===== src/rtl/exc_redirect_ctrl_pkg.sv =====
// exc_redirect_ctrl_pkg: exception type codes, reset vector and FSM encoding shared by the redirect controller
package exc_redirect_ctrl_pkg;
    localparam logic [31:0] EXC_INT  = 32'h1;
    localparam logic [31:0] EXC_ADEL = 32'h4;
    localparam logic [31:0] EXC_ADES = 32'h5;
    localparam logic [31:0] EXC_SYS  = 32'h8;
    localparam logic [31:0] EXC_BP   = 32'h9;
    localparam logic [31:0] EXC_RI   = 32'ha;
    localparam logic [31:0] EXC_OV   = 32'hc;
    localparam logic [31:0] EXC_ERET = 32'he;
    localparam logic [31:0] EXC_VEC  = 32'hbfc00380;
    typedef enum logic [1:0] {
        ST_IDLE     = 2'd0,
        ST_DRAIN    = 2'd1,
        ST_REDIRECT = 2'd2
    } state_t;
    // Interrupts share ExcCode 0; every other type maps straight onto its low bits
    function automatic logic [4:0] excode_of(input logic [31:0] t);
        return (t == EXC_INT) ? 5'd0 : t[4:0];
    endfunction
endpackage


===== src/rtl/exc_redirect_ctrl_axi_outst_counter.sv =====
// axi_outst_counter: saturating up/down count of outstanding AXI requests; cnt_next is the post-update value
module axi_outst_counter #(
    parameter int MAX_OUTST = 4,
    parameter int CNT_W     = 3
) (
    input  logic             clk,
    input  logic             resetn,
    input  logic             inc,
    input  logic             dec,
    output logic [CNT_W-1:0] cnt_next
);
    localparam logic [CNT_W-1:0] MAX = CNT_W'(MAX_OUTST);
    logic [CNT_W-1:0] cnt;
    always_comb begin
        cnt_next = (inc && !dec) ? ((cnt == MAX) ? cnt : cnt + 1'b1) :
                   (dec && !inc) ? ((cnt == '0) ? cnt : cnt - 1'b1) : cnt;
    end
    always_ff @(posedge clk) begin
        if (!resetn) cnt <= '0;
        else         cnt <= cnt_next;
    end
    always @(posedge clk) begin
        if (resetn) begin
            assert (!(inc && !dec && cnt == MAX));
            assert (!(dec && !inc && cnt == '0));
        end
    end
endmodule


===== src/rtl/exc_redirect_ctrl.sv =====
// exc_redirect_ctrl: commits M-stage exceptions/ERET to CP0, flushes the pipe,
// drains stale fetch responses and holds the redirect PC until fetch takes it.
import exc_redirect_ctrl_pkg::*;
module exc_redirect_ctrl #(
    parameter int MAX_OUTST = 4,
    parameter int CNT_W     = 3
) (
    input  logic        clk,
    input  logic        resetn,
    input  logic        isexceptM,
    input  logic [31:0] excepttypeM,
    input  logic [31:0] newpcM,
    input  logic [31:0] pcM,
    input  logic        is_in_delayslotM,
    input  logic [31:0] badvaddrM,
    input  logic        data_busy,
    input  logic        inst_req_fire,
    input  logic        inst_resp_fire,
    input  logic        fetch_ready,
    output logic        flush,
    output logic        stall,
    output logic        inst_discard,
    output logic        cp0_exc_we,
    output logic        cp0_eret,
    output logic [4:0]  cp0_excode,
    output logic [31:0] cp0_epc,
    output logic        cp0_bd,
    output logic        cp0_badvaddr_we,
    output logic [31:0] cp0_badvaddr,
    output logic        redirect_valid,
    output logic [31:0] redirect_pc
);
    state_t           state;
    logic [CNT_W-1:0] cnt_next;
    logic             start, is_eret, is_badv, drain_done;
    axi_outst_counter #(.MAX_OUTST(MAX_OUTST), .CNT_W(CNT_W)) u_cnt (
        .clk      (clk),
        .resetn   (resetn),
        .inc      (inst_req_fire),
        .dec      (inst_resp_fire),
        .cnt_next (cnt_next)
    );
    assign start        = (state == ST_IDLE) && isexceptM;
    assign is_eret      = excepttypeM == EXC_ERET;
    assign is_badv      = (excepttypeM == EXC_ADEL) || (excepttypeM == EXC_ADES);
    assign drain_done   = (cnt_next == '0) && !data_busy;
    assign inst_discard = (state == ST_DRAIN) && inst_resp_fire;
    always_ff @(posedge clk) begin
        if (!resetn) begin
            state           <= ST_IDLE;
            flush           <= 1'b0;
            stall           <= 1'b0;
            cp0_exc_we      <= 1'b0;
            cp0_eret        <= 1'b0;
            cp0_excode      <= '0;
            cp0_epc         <= '0;
            cp0_bd          <= 1'b0;
            cp0_badvaddr_we <= 1'b0;
            cp0_badvaddr    <= '0;
            redirect_valid  <= 1'b0;
            redirect_pc     <= '0;
        end else begin
            flush           <= start;
            cp0_exc_we      <= start && !is_eret;
            cp0_eret        <= start && is_eret;
            cp0_badvaddr_we <= start && is_badv;
            if (start && !is_eret) begin
                cp0_excode <= excode_of(excepttypeM);
                cp0_bd     <= is_in_delayslotM;
                cp0_epc    <= is_in_delayslotM ? pcM - 32'd4 : pcM;
            end
            if (start && is_badv) cp0_badvaddr <= badvaddrM;
            case (state)
                ST_IDLE: if (isexceptM) begin
                    redirect_pc <= newpcM;
                    stall       <= 1'b1;
                    state       <= drain_done ? ST_REDIRECT : ST_DRAIN;
                end
                ST_DRAIN: if (drain_done) begin
                    state          <= ST_REDIRECT;
                    redirect_valid <= 1'b1;
                end
                // Entered straight from IDLE, valid rises one cycle later to keep the 2-cycle minimum latency
                ST_REDIRECT: if (redirect_valid && fetch_ready) begin
                    state          <= ST_IDLE;
                    redirect_valid <= 1'b0;
                    stall          <= 1'b0;
                end else begin
                    redirect_valid <= 1'b1;
                end
                default: state <= ST_IDLE;
            endcase
        end
    end
    always @(posedge clk) begin
        if (resetn && isexceptM) assert (excepttypeM != '0);
    end
endmodule


===== config.mk =====
export PLATFORM = sky130hd
export DESIGN_NAME = exc_redirect_ctrl
export DESIGN_NICKNAME = d
export VERILOG_FILES = /design/src/rtl/exc_redirect_ctrl_pkg.sv /design/src/rtl/exc_redirect_ctrl_axi_outst_counter.sv /design/src/rtl/exc_redirect_ctrl.sv
export SDC_FILE = /design/constraint.sdc
export NUM_CORES = 1
export LEC_CHECK = 0
export BUFFER_PORTS_ARGS = -buffer_cell sky130_fd_sc_hd__buf_2
export CAP_MARGIN = 15
export CORE_ASPECT_RATIO = 1.4
export CORE_MARGIN = 2
export CORE_UTILIZATION = 35
export CTS_BUF_LIST = sky130_fd_sc_hd__clkbuf_8 sky130_fd_sc_hd__clkbuf_16
export DETAILED_ROUTE_END_ITERATION = 8
export HOLD_SLACK_MARGIN = 0.08
export PLACE_DENSITY = 0.63
export RECOVER_POWER = 100
export SETUP_SLACK_MARGIN = 0.2
export SLEW_MARGIN = 15
export SYNTH_ARGS = -nofsm -noshare
export SYNTH_HDL_FRONTEND = slang
export SYNTH_SLANG_ARGS = --single-unit

===== constraint.sdc =====
create_clock -name clk -period 6.15 [get_ports clk]
set_clock_uncertainty 0.05 [all_clocks]
set_input_delay 0.9225 -clock clk [delete_from_list [all_inputs] [get_ports clk]]
set_output_delay 0.9225 -clock clk [all_outputs]
set_load 0.02 [all_outputs]

==> results of run 1 <==
flip-flops by register name (all words and copies together), names as in the netlist:
signal,count
cp0_badvaddr,32
cp0_epc,32
redirect_pc,32
cp0_excode,5
u_cnt.cnt,3
state,2
cp0_badvaddr_we,1
cp0_bd,1
cp0_eret,1
cp0_exc_we,1
flush,1
redirect_valid,1
stall,1
Yosys cell counts (5+ instances only):
cell type | count | area [um2]
nand2b_1 | 6 | 37.5
nor3_1 | 6 | 30.0
a211oi_1 | 12 | 90.1
dfxtp_1 | 113 | 2260
o21ai_0 | 20 | 100
nand2_1 | 90 | 338
clkbuf_1 | 26 | 97.6
nor2b_1 | 5 | 31.3
a21oi_1 | 51 | 255
xor2_1 | 12 | 105
mux2i_1 | 36 | 360
and2_1 | 5 | 31.3
a22oi_1 | 6 | 45.0
xnor2_1 | 19 | 166
nor2_1 | 66 | 248
inv_1 | 9 | 33.8
nor4_1 | 19 | 119
worst max-delay path, cell delays in order:
cell and delay [ns]:
buf_2 0.23, inv_1 0.12, clkbuf_1 2.81, nor2_1 0.31
a22o_1 0.39
metal layers:
metal | up-vias | track usage
li1 | 2328 | -
met4 | 0 | 0.0961
met5 | - | 0
met2 | 154 | 0.329
met1 | 2158 | 0.219
met3 | 25 | 0.0486
kinds of logic after synthesis:
logic type                 after synthesis  share of synthesized area
buffers and inverters                   41                     0.0378
DFF                                    113                      0.481
AOI/OAI and AO/OA                       99                      0.122
adders and majority gates                4                     0.0106
xor gates and xnor gates                31                     0.0578
and+or+nand+nor                        216                      0.211
muxes                                   37                     0.0791
path summary, 6_finish.rpt:
| path | end | cells after the start | slack, ns |
|---|---|---|---|
| worst max register to register | cp0_badvaddr[7] | 6 | 3.91 |
| worst min register to register | redirect_pc[3] | 2 | 0.40 |
| worst min-delay path | redirect_pc[3] | 2 | 0.40 |
| worst max-delay path | cp0_excode[1] | 5 | 1.56 |
stage by stage:
| step | setup WS [ns] | instance area (um2) | util | power, W | std cells |
|---|---|---|---|---|---|
| global route | 1.22 | 6540 | 0.493 | 0.00241 | 972 |
| CTS | 2.57 | 6660 | 0.502 | 0.00234 | 971 |
| global placement | 2.18 | 6040 | 0.455 | 0.00128 | 939 |
| finish | 1.56 | 6540 | 0.493 | 0.00230 | 972 |
| detailed placement | 2.14 | 6040 | 0.455 | 0.00129 | 939 |
| floorplan | 3.44 | 4700 | - | 0.00112 | 541 |
power groups by stage:
| stage | Sequential (W) | Combinational [W] | Clock [W] |
|---|---|---|---|
| after global routing | 0.000856 | 0.000463 | 0.00109 |
| after global placement | 0.000857 | 0.000422 | 0 |
| final | 0.000847 | 0.000419 | 0.00103 |
| after detailed placement | 0.000859 | 0.000434 | 0 |
| after floorplan | 0.000939 | 0.000182 | 0 |
| after CTS | 0.000845 | 0.000435 | 0.00106 |
final cells by class:
class,count,area (um2),share of cell area
flip-flops and latches,113,2260,0.346
multi-input cells,387,2260,0.346
repair buffers,248,1130,0.173
clock buffers,17,425,0.0651
well taps,182,228,0.0348
clock inverters,15,195,0.0299
inverters,10,37.5,0.00574
==> results.json, run 1 <==
{
  "switchingPower_w": 0.000698,
  "grt_max_degree": 89,
  "cts_tree": "yes",
  "hold_viol": 0,
  "violations": "max-capacitance violations, max-slew violations",
  "wl_mm": 14.4,
  "netlist_instances": 541,
  "setup_viol": 0,
  "cts_hold_buffers": 0,
  "dieArea_um2": 14400,
  "final_common_cell": "buf_2",
  "fin_setup_tns_ns": 0,
  "ant_nets": 0,
  "min_path_type": "reg2reg",
  "cts.clk_slew.worst_paths_ns": 0.06,
  "ys.warnings.count": 0,
  "first_pass_iters": 4,
  "vdd_drop_max_v": 0.000189,
  "synthFlopType": "dfxtp_1",
  "highest_layer": "met4",
  "hold_slack_ns": 0.404,
  "antenna_found_initial": 0,
  "nNetsFinal": 917,
  "final_cell_mix": "buf_2 (133), dfxtp_1 (113), clkbuf_1 (112)",
  "h-tree-depth": 4,
  "critPathKind": "in2reg",
  "status": "finished, violations left",
  "core.rowCount": 50,
  "diodes": 0,
  "worstSetupStartpoint": "resetn",
  "wl_met1_mm": 5.81,
  "grtUsageTotal": 0.192,
  "drv_cap": 2,
  "grt_pass1_vias": 4456,
  "root_buffer": "clkbuf_16",
  "cts_buffer_depth": 2,
  "critPathMaxFanout": 88,
  "p_seq_frac": 0.369,
  "vias": 4665,
  "power_density_nw_per_um2": 351,
  "area_growth_syn_to_layout_pct": 39.1,
  "syn_area_um2": 4700,
  "p_int_w": 0.00160,
  "worst_pin_slew_ns": 4.02,
  "die_w_um": 102,
  "syn_nets": 681,
  "wl_met3_um": 876,
  "gp_congestion": 0.868,
  "rsz0062_at_grt": "false",
  "met2WireLength_mm": 7.38,
  "p_clk_frac": 0.449,
  "post_cts_buffers": 0,
  "cts_resized": 0,
  "crit_required_ns": 6.41,
  "rr_startpoint": "state[0]",
  "seq_area_frac_synth": 0.481,
  "avgSynthCellArea_um2": 8.69,
  "startpoint_type": "input port",
  "post-route-period-util": 0.746,
  "coreArea_um2": 13300,
  "max_freq_mhz": 218,
  "crit_arrival_ns": 4.85,
  "grt-ovfl-total": 0,
  "wire_per_inst_um": 14.8,
  "fillCellCount": 1358,
  "async_flop_share": 0,
  "dieHeight_um": 141,
  "cts.sinks": 113,
  "ys_ff_latch": 113,
  "clk-insertion-delay-late_ns": 0.41,
  "port_buffers": 244,
  "first_iter_violations": 99,
  "end_kind": "flip-flop",
  "cts_made_buffers": 17,
  "swShare": 0.304,
  "synth-edff-count": 0,
  "min_period_ns": 4.59,
  "max_slew_margin": -1.68,
  "pin_count": 245,
  "viasPerCell": 4.80,
  "synth.distinct_cells": 46,
  "drive_gt1_frac": 0.220,
  "p_leak_nw": 2.56,
  "post-dp-hpwl_mm": 10.7,
  "power_frac_comb": 0.183,
  "min_from": "redirect_pc[3]",
  "drc_errors": 0,
  "initial_core_util": 0.354,
  "grt_pass1_wl_mm": 21.6,
  "drv_slew": 97
}
(Power assumes the default switching activity.)
==> run 2: changes to the inputs <==
--- a/config.mk
+++ b/config.mk
@@ -13,7 +13,7 @@
 export CTS_BUF_LIST = sky130_fd_sc_hd__clkbuf_8 sky130_fd_sc_hd__clkbuf_16
 export DETAILED_ROUTE_END_ITERATION = 8
 export HOLD_SLACK_MARGIN = 0.08
-export PLACE_DENSITY = 0.63
+export PLACE_DENSITY = 0.65
 export RECOVER_POWER = 100
 export SETUP_SLACK_MARGIN = 0.2
 export SLEW_MARGIN = 15
==> constraint.sdc (replaced) <==
create_clock -name clk -period 4 [get_ports clk]
set_clock_uncertainty 0.05 [all_clocks]
set_input_delay 0.6 -clock clk [delete_from_list [all_inputs] [get_ports clk]]
set_output_delay 0.6 -clock clk [all_outputs]
set_load 0.02 [all_outputs]
==> run 2 against run 1 <==
The run now ends clean. First-iteration DRC count fell by 7.1%. Setup slack lost 0.50 ns. Flip-flop and latch count stayed put. Non-clock buffer count increased by 2. Critical path depth grew 3. Clock power up 65%. Routed wire length decreased by 4.8%. Register-to-register slack worse by 2.3 ns. Die area unchanged.
==> results.json, run 2 (synthesis gave the netlist of run 1 again) <==
{
  "cts.sinks": 113,
  "root_buffer": "clkbuf_16",
  "coreArea_um2": 13300,
  "post-route-period-util": 0.736,
  "crit_arrival_ns": 3.15,
  "viasPerCell": 4.72,
  "h-tree-depth": 4,
  "power_frac_comb": 0.173,
  "swShare": 0.287,
  "setup_viol": 0,
  "dieArea_um2": 14400,
  "nNetsFinal": 919,
  "critPathKind": "in2reg",
  "place_area_um2": 6060,
  "p_clk_frac": 0.468,
  "p_int_w": 0.00258,
  "drv_slew": 0,
  "critPathMaxFanout": 32,
  "grtUsageTotal": 0.186,
  "cts_resized": 0,
  "die_w_um": 102,
  "grt_max_degree": 42,
  "max_freq_mhz": 340,
  "fin_setup_tns_ns": 0,
  "wire_per_inst_um": 14.1,
  "power_density_nw_per_um2": 551,
  "wl_mm": 13.7,
  "cts.clk_slew.worst_paths_ns": 0.06,
  "cts_buffer_depth": 2,
  "worst_pin_slew_ns": 1.09,
  "hold_viol": 0,
  "cp_slowest_cell": "clkbuf_2",
  "rsz0062_at_grt": "false",
  "ant_nets": 0,
  "vdd_drop_max_v": 0.000264,
  "cts_made_buffers": 17,
  "post-dp-hpwl_mm": 10.3,
  "first_pass_iters": 4,
  "worstPathCellList": "clkbuf_1 -> nor4_1 -> nand4_1 -> or4_1 -> nor3_4 -> clkbuf_2 -> mux2i_1 -> nor2_1",
  "end_kind": "flip-flop",
  "gp_congestion": 0.795,
  "drc_errors": 0,
  "switchingPower_w": 0.00104,
  "status": "complete, no violations",
  "final_common_cell": "buf_2",
  "first_iter_violations": 92,
  "min_path_type": "in2reg",
  "biggestRegsByFlops": "cp0_badvaddr: 32 flops, cp0_epc: 32 flops, redirect_pc: 32 flops",
  "crit_required_ns": 4.21,
  "critical_path.max_stage_delay_ns": 0.82,
  "fin_area_um2": 6570,
  "post_cts_buffers": 0,
  "max_slew_margin": 0.268,
  "dieHeight_um": 141,
  "cts_hold_buffers": 0,
  "core.rowCount": 50,
  "initial_core_util": 0.354,
  "vias": 4603,
  "min_period_ns": 2.94,
  "drv_cap": 0,
  "final_cell_mix": "buf_2 (133), dfxtp_1 (113), clkbuf_1 (111)",
  "startpoint_type": "input port",
  "port_buffers": 244,
  "cts_tree": "yes",
  "area_growth_syn_to_layout_pct": 39.8,
  "p_seq_frac": 0.358,
  "grt_pass1_vias": 4254,
  "p_leak_nw": 2.58,
  "grt-ovfl-total": 0,
  "pin_count": 245,
  "hold_slack_ns": 0.378,
  "drive_gt1_frac": 0.222,
  "fillCellCount": 1395,
  "antenna_found_initial": 1,
  "grt_pass1_wl_mm": 21.0,
  "clk-insertion-delay-late_ns": 0.40
}
[run 2: cell type report]
cell class | instances | area (um2) | area share
Clock inverter | 14 | 224 | 0.0341
Sequential cell | 113 | 2260 | 0.344
Inverter | 10 | 37.5 | 0.00571
Clock buffer | 18 | 439 | 0.0668
Tap cell | 182 | 228 | 0.0346
Multi-Input combinational cell | 387 | 2260 | 0.344
Antenna cell | 1 | 2.50 | 0.000381
Timing Repair Buffer | 250 | 1120 | 0.171
[run 2: layer usage]
metal  vias to the layer above  wire length, um  global-route usage
met5                         -                0                   0
met4                         0              315              0.0821
met3                        22              956              0.0471
met2                       152             6620               0.307
met1                      2095             5820               0.225
li1                       2334                -                   -
[run 2: power groups by stage]
stage               Sequential (W)  Clock, W  Combinational (W)
floorplan                  0.00144         0           0.000280
global placement           0.00132         0           0.000660
detailed placement         0.00132         0           0.000665
CTS                        0.00130   0.00174           0.000667
global route               0.00131   0.00179           0.000697
finish                     0.00130   0.00170           0.000629
[run 2: path summary, 6_finish.rpt]
check	startpoint	end	slack, ns	cells past startpoint
min reg2reg	redirect_pc[8]	redirect_pc[8]	0.40	2
max	excepttypeM[9]	cp0_badvaddr[12]	1.06	8
max reg2reg	state[0]	cp0_badvaddr[12]	1.65	6
min	badvaddrM[15]	cp0_badvaddr[15]	0.38	3
[run 2: critical path: cells and delay by family]
| family | cells | cell delay, ns |
|---|---|---|
| simple gates | 5 | 1.33 |
| buf+inv | 2 | 0.93 |
| mux | 1 | 0.27 |
[run 2: through the flow]
step	std cells	worst slack [ns]	power [W]	util
after global routing	974	0.766	0.00380	0.495
after CTS	974	1.47	0.00370	0.507
after detailed placement	942	1.05	0.00198	0.457
after floorplan	541	1.62	0.00172	-
after global placement	942	1.07	0.00198	0.457
final	975	1.06	0.00362	0.496
==> run 3: changes to the inputs <==
==> constraint.sdc (replaced) <==
create_clock -name clk -period 2.4 [get_ports clk]
set_clock_uncertainty 0.05 [all_clocks]
set_input_delay 0.36 -clock clk [delete_from_list [all_inputs] [get_ports clk]]
set_output_delay 0.36 -clock clk [all_outputs]
set_load 0.02 [all_outputs]
==> run 3 against run 2 <==
Die area unchanged. Routed wire length up 1.3%. Hold slack worse by 0.25 ns. Sequential power up 66%. Clock power up 58%. Combinational power up 72%. Highest routed layer unchanged. Global-route usage about the same. Final area up 1.4%. Total power up 64%. Non-clock buffer count up 12. Critical path depth unchanged. First-iteration DRC count up 51%.
==> results.json, run 3 (synthesis gave the netlist of run 1 again) <==
{
  "pin_count": 245,
  "max_freq_mhz": 478,
  "port_buffers": 244,
  "status": "complete, no violations",
  "gp_congestion": 0.794,
  "wire_per_inst_um": 14.1,
  "crit_arrival_ns": 2.32,
  "final_common_cell": "buf_2",
  "rsz0062_at_grt": "false",
  "vias": 4578,
  "cts.clk_slew.worst_paths_ns": 0.06,
  "nNetsFinal": 931,
  "cts_made_buffers": 17,
  "setup_viol": 0,
  "first_iter_violations": 139,
  "root_buffer": "clkbuf_16",
  "grt-ovfl-total": 0,
  "end_kind": "flip-flop",
  "fillCellCount": 1376,
  "grt_pass1_vias": 4041,
  "grtUsageTotal": 0.186,
  "power_density_nw_per_um2": 889,
  "cts.sinks": 113,
  "viasPerCell": 4.64,
  "cp_slowest_cell": "or4_1",
  "die_w_um": 102,
  "fin_area_um2": 6670,
  "startpoint_type": "input port",
  "antenna_found_initial": 1,
  "h-tree-depth": 4,
  "biggestRegsByFlops": "cp0_badvaddr: 32 flops, cp0_epc: 32 flops, redirect_pc: 32 flops",
  "p_leak_nw": 2.64,
  "critPathKind": "in2reg",
  "hold_viol": 0,
  "worstPathCellList": "buf_2 -> nor4_1 -> nand4_1 -> or4_1 -> nor3_4 -> buf_12 -> mux2i_1 -> nor2_1",
  "post-route-util": 0.503,
  "coreArea_um2": 13300,
  "first_pass_iters": 4,
  "drive_gt1_frac": 0.230,
  "drv_cap": 0,
  "area_growth_syn_to_layout_pct": 41.8,
  "grt_max_degree": 57,
  "crit_required_ns": 2.62,
  "vdd_drop_max_v": 0.000446,
  "cts_hold_buffers": 0,
  "max_slew_margin": 0.464,
  "post-route-period-util": 0.873,
  "min_path_type": "in2reg",
  "drv_slew": 0,
  "grt_pass1_wl_mm": 20.6,
  "dieArea_um2": 14400,
  "final_cell_mix": "buf_2 (133), clkbuf_1 (114), dfxtp_1 (113)",
  "min_period_ns": 2.09,
  "place_area_um2": 6160,
  "core.rowCount": 50,
  "hold_slack_ns": 0.130,
  "initial_core_util": 0.354,
  "clk-insertion-delay-late_ns": 0.40,
  "critical_path.max_stage_delay_ns": 0.59,
  "critPathMaxFanout": 32,
  "worst_pin_slew_ns": 0.804,
  "cts_buffer_depth": 2,
  "fin_setup_tns_ns": 0,
  "post-dp-hpwl_mm": 10.4,
  "fin_total_pwr_w": 0.00593,
  "wl_mm": 13.9,
  "dieHeight_um": 141,
  "ant_nets": 0,
  "cts_tree": "yes",
  "drc_errors": 0
}
==> run 3: changes by cell type in the layout (fill, tap and decap cells not counted), sizes merged <==
cell / previous run / this run
buf: 137 / 145
clkbuf: 131 / 134
bufinv: 5 / 4
clkinv: 3 / 4
inv: 15 / 16
==> run 3: worst max-delay path: cells and delay by family <==
kind / cells / cell delay [ns]
simple gates: 5 / 1.34
buf+inv: 2 / 0.37
mux: 1 / 0.23
==> run 3: path summary, 6_finish.rpt <==
path / slack, ns / end / cells past startpoint / from
hold / removal: 0.13 / cp0_epc[1] / 3 / pcM[1]
setup reg to reg: 0.38 / state[1] / 8 / u_cnt.cnt[1]
hold reg to reg: 0.40 / redirect_pc[12] / 2 / redirect_pc[12]
setup / recovery: 0.31 / cp0_badvaddr[2] / 8 / excepttypeM[9]
==> run 3: repair_timing <==
action                                  in CTS  in global routing
endpoints found under the setup margin       0                 10
endpoints found under the hold margin        0                  0
gates resized for setup                      0                  2
buffers inserted                             0                  0
==> run 3: area by class of cell <==
| type | instances | area [um2] | area share |
|---|---|---|---|
| Multi-Input combinational cell | 387 | 2270 | 0.341 |
| Sequential cell | 113 | 2260 | 0.339 |
| Timing Repair Buffer | 262 | 1230 | 0.185 |
| Clock buffer | 17 | 425 | 0.0638 |
| Tap cell | 182 | 228 | 0.0342 |
| Clock inverter | 15 | 206 | 0.0310 |
| Inverter | 10 | 37.5 | 0.00563 |
| Antenna cell | 1 | 2.50 | 0.000375 |
==> run 3: routing by layer <==
metal / share of wire / global-route usage
met4: 0.016 / 0.0632
met2: 0.48 / 0.299
met3: 0.067 / 0.0630
met1: 0.44 / 0.231
met5: 0 / 0
==> run 3: through the flow <==
step | cells | worst slack (ns)
after floorplan | 541 | 0.257
after global placement | 953 | -0.0594
after detailed placement | 953 | -0.142
after CTS | 985 | 0.238
after global routing | 986 | 0.144
final | 987 | 0.306
==> run 3: power breakdown <==
group | internal (W) | total [W] | switching (W)
Clock | 0.00175 | 0.00269 | 0.000936
Sequential | 0.00207 | 0.00216 | 0.0000933
Combinational | 0.000372 | 0.00108 | 0.000710
Total | 0.00419 | 0.00593 | 0.00174
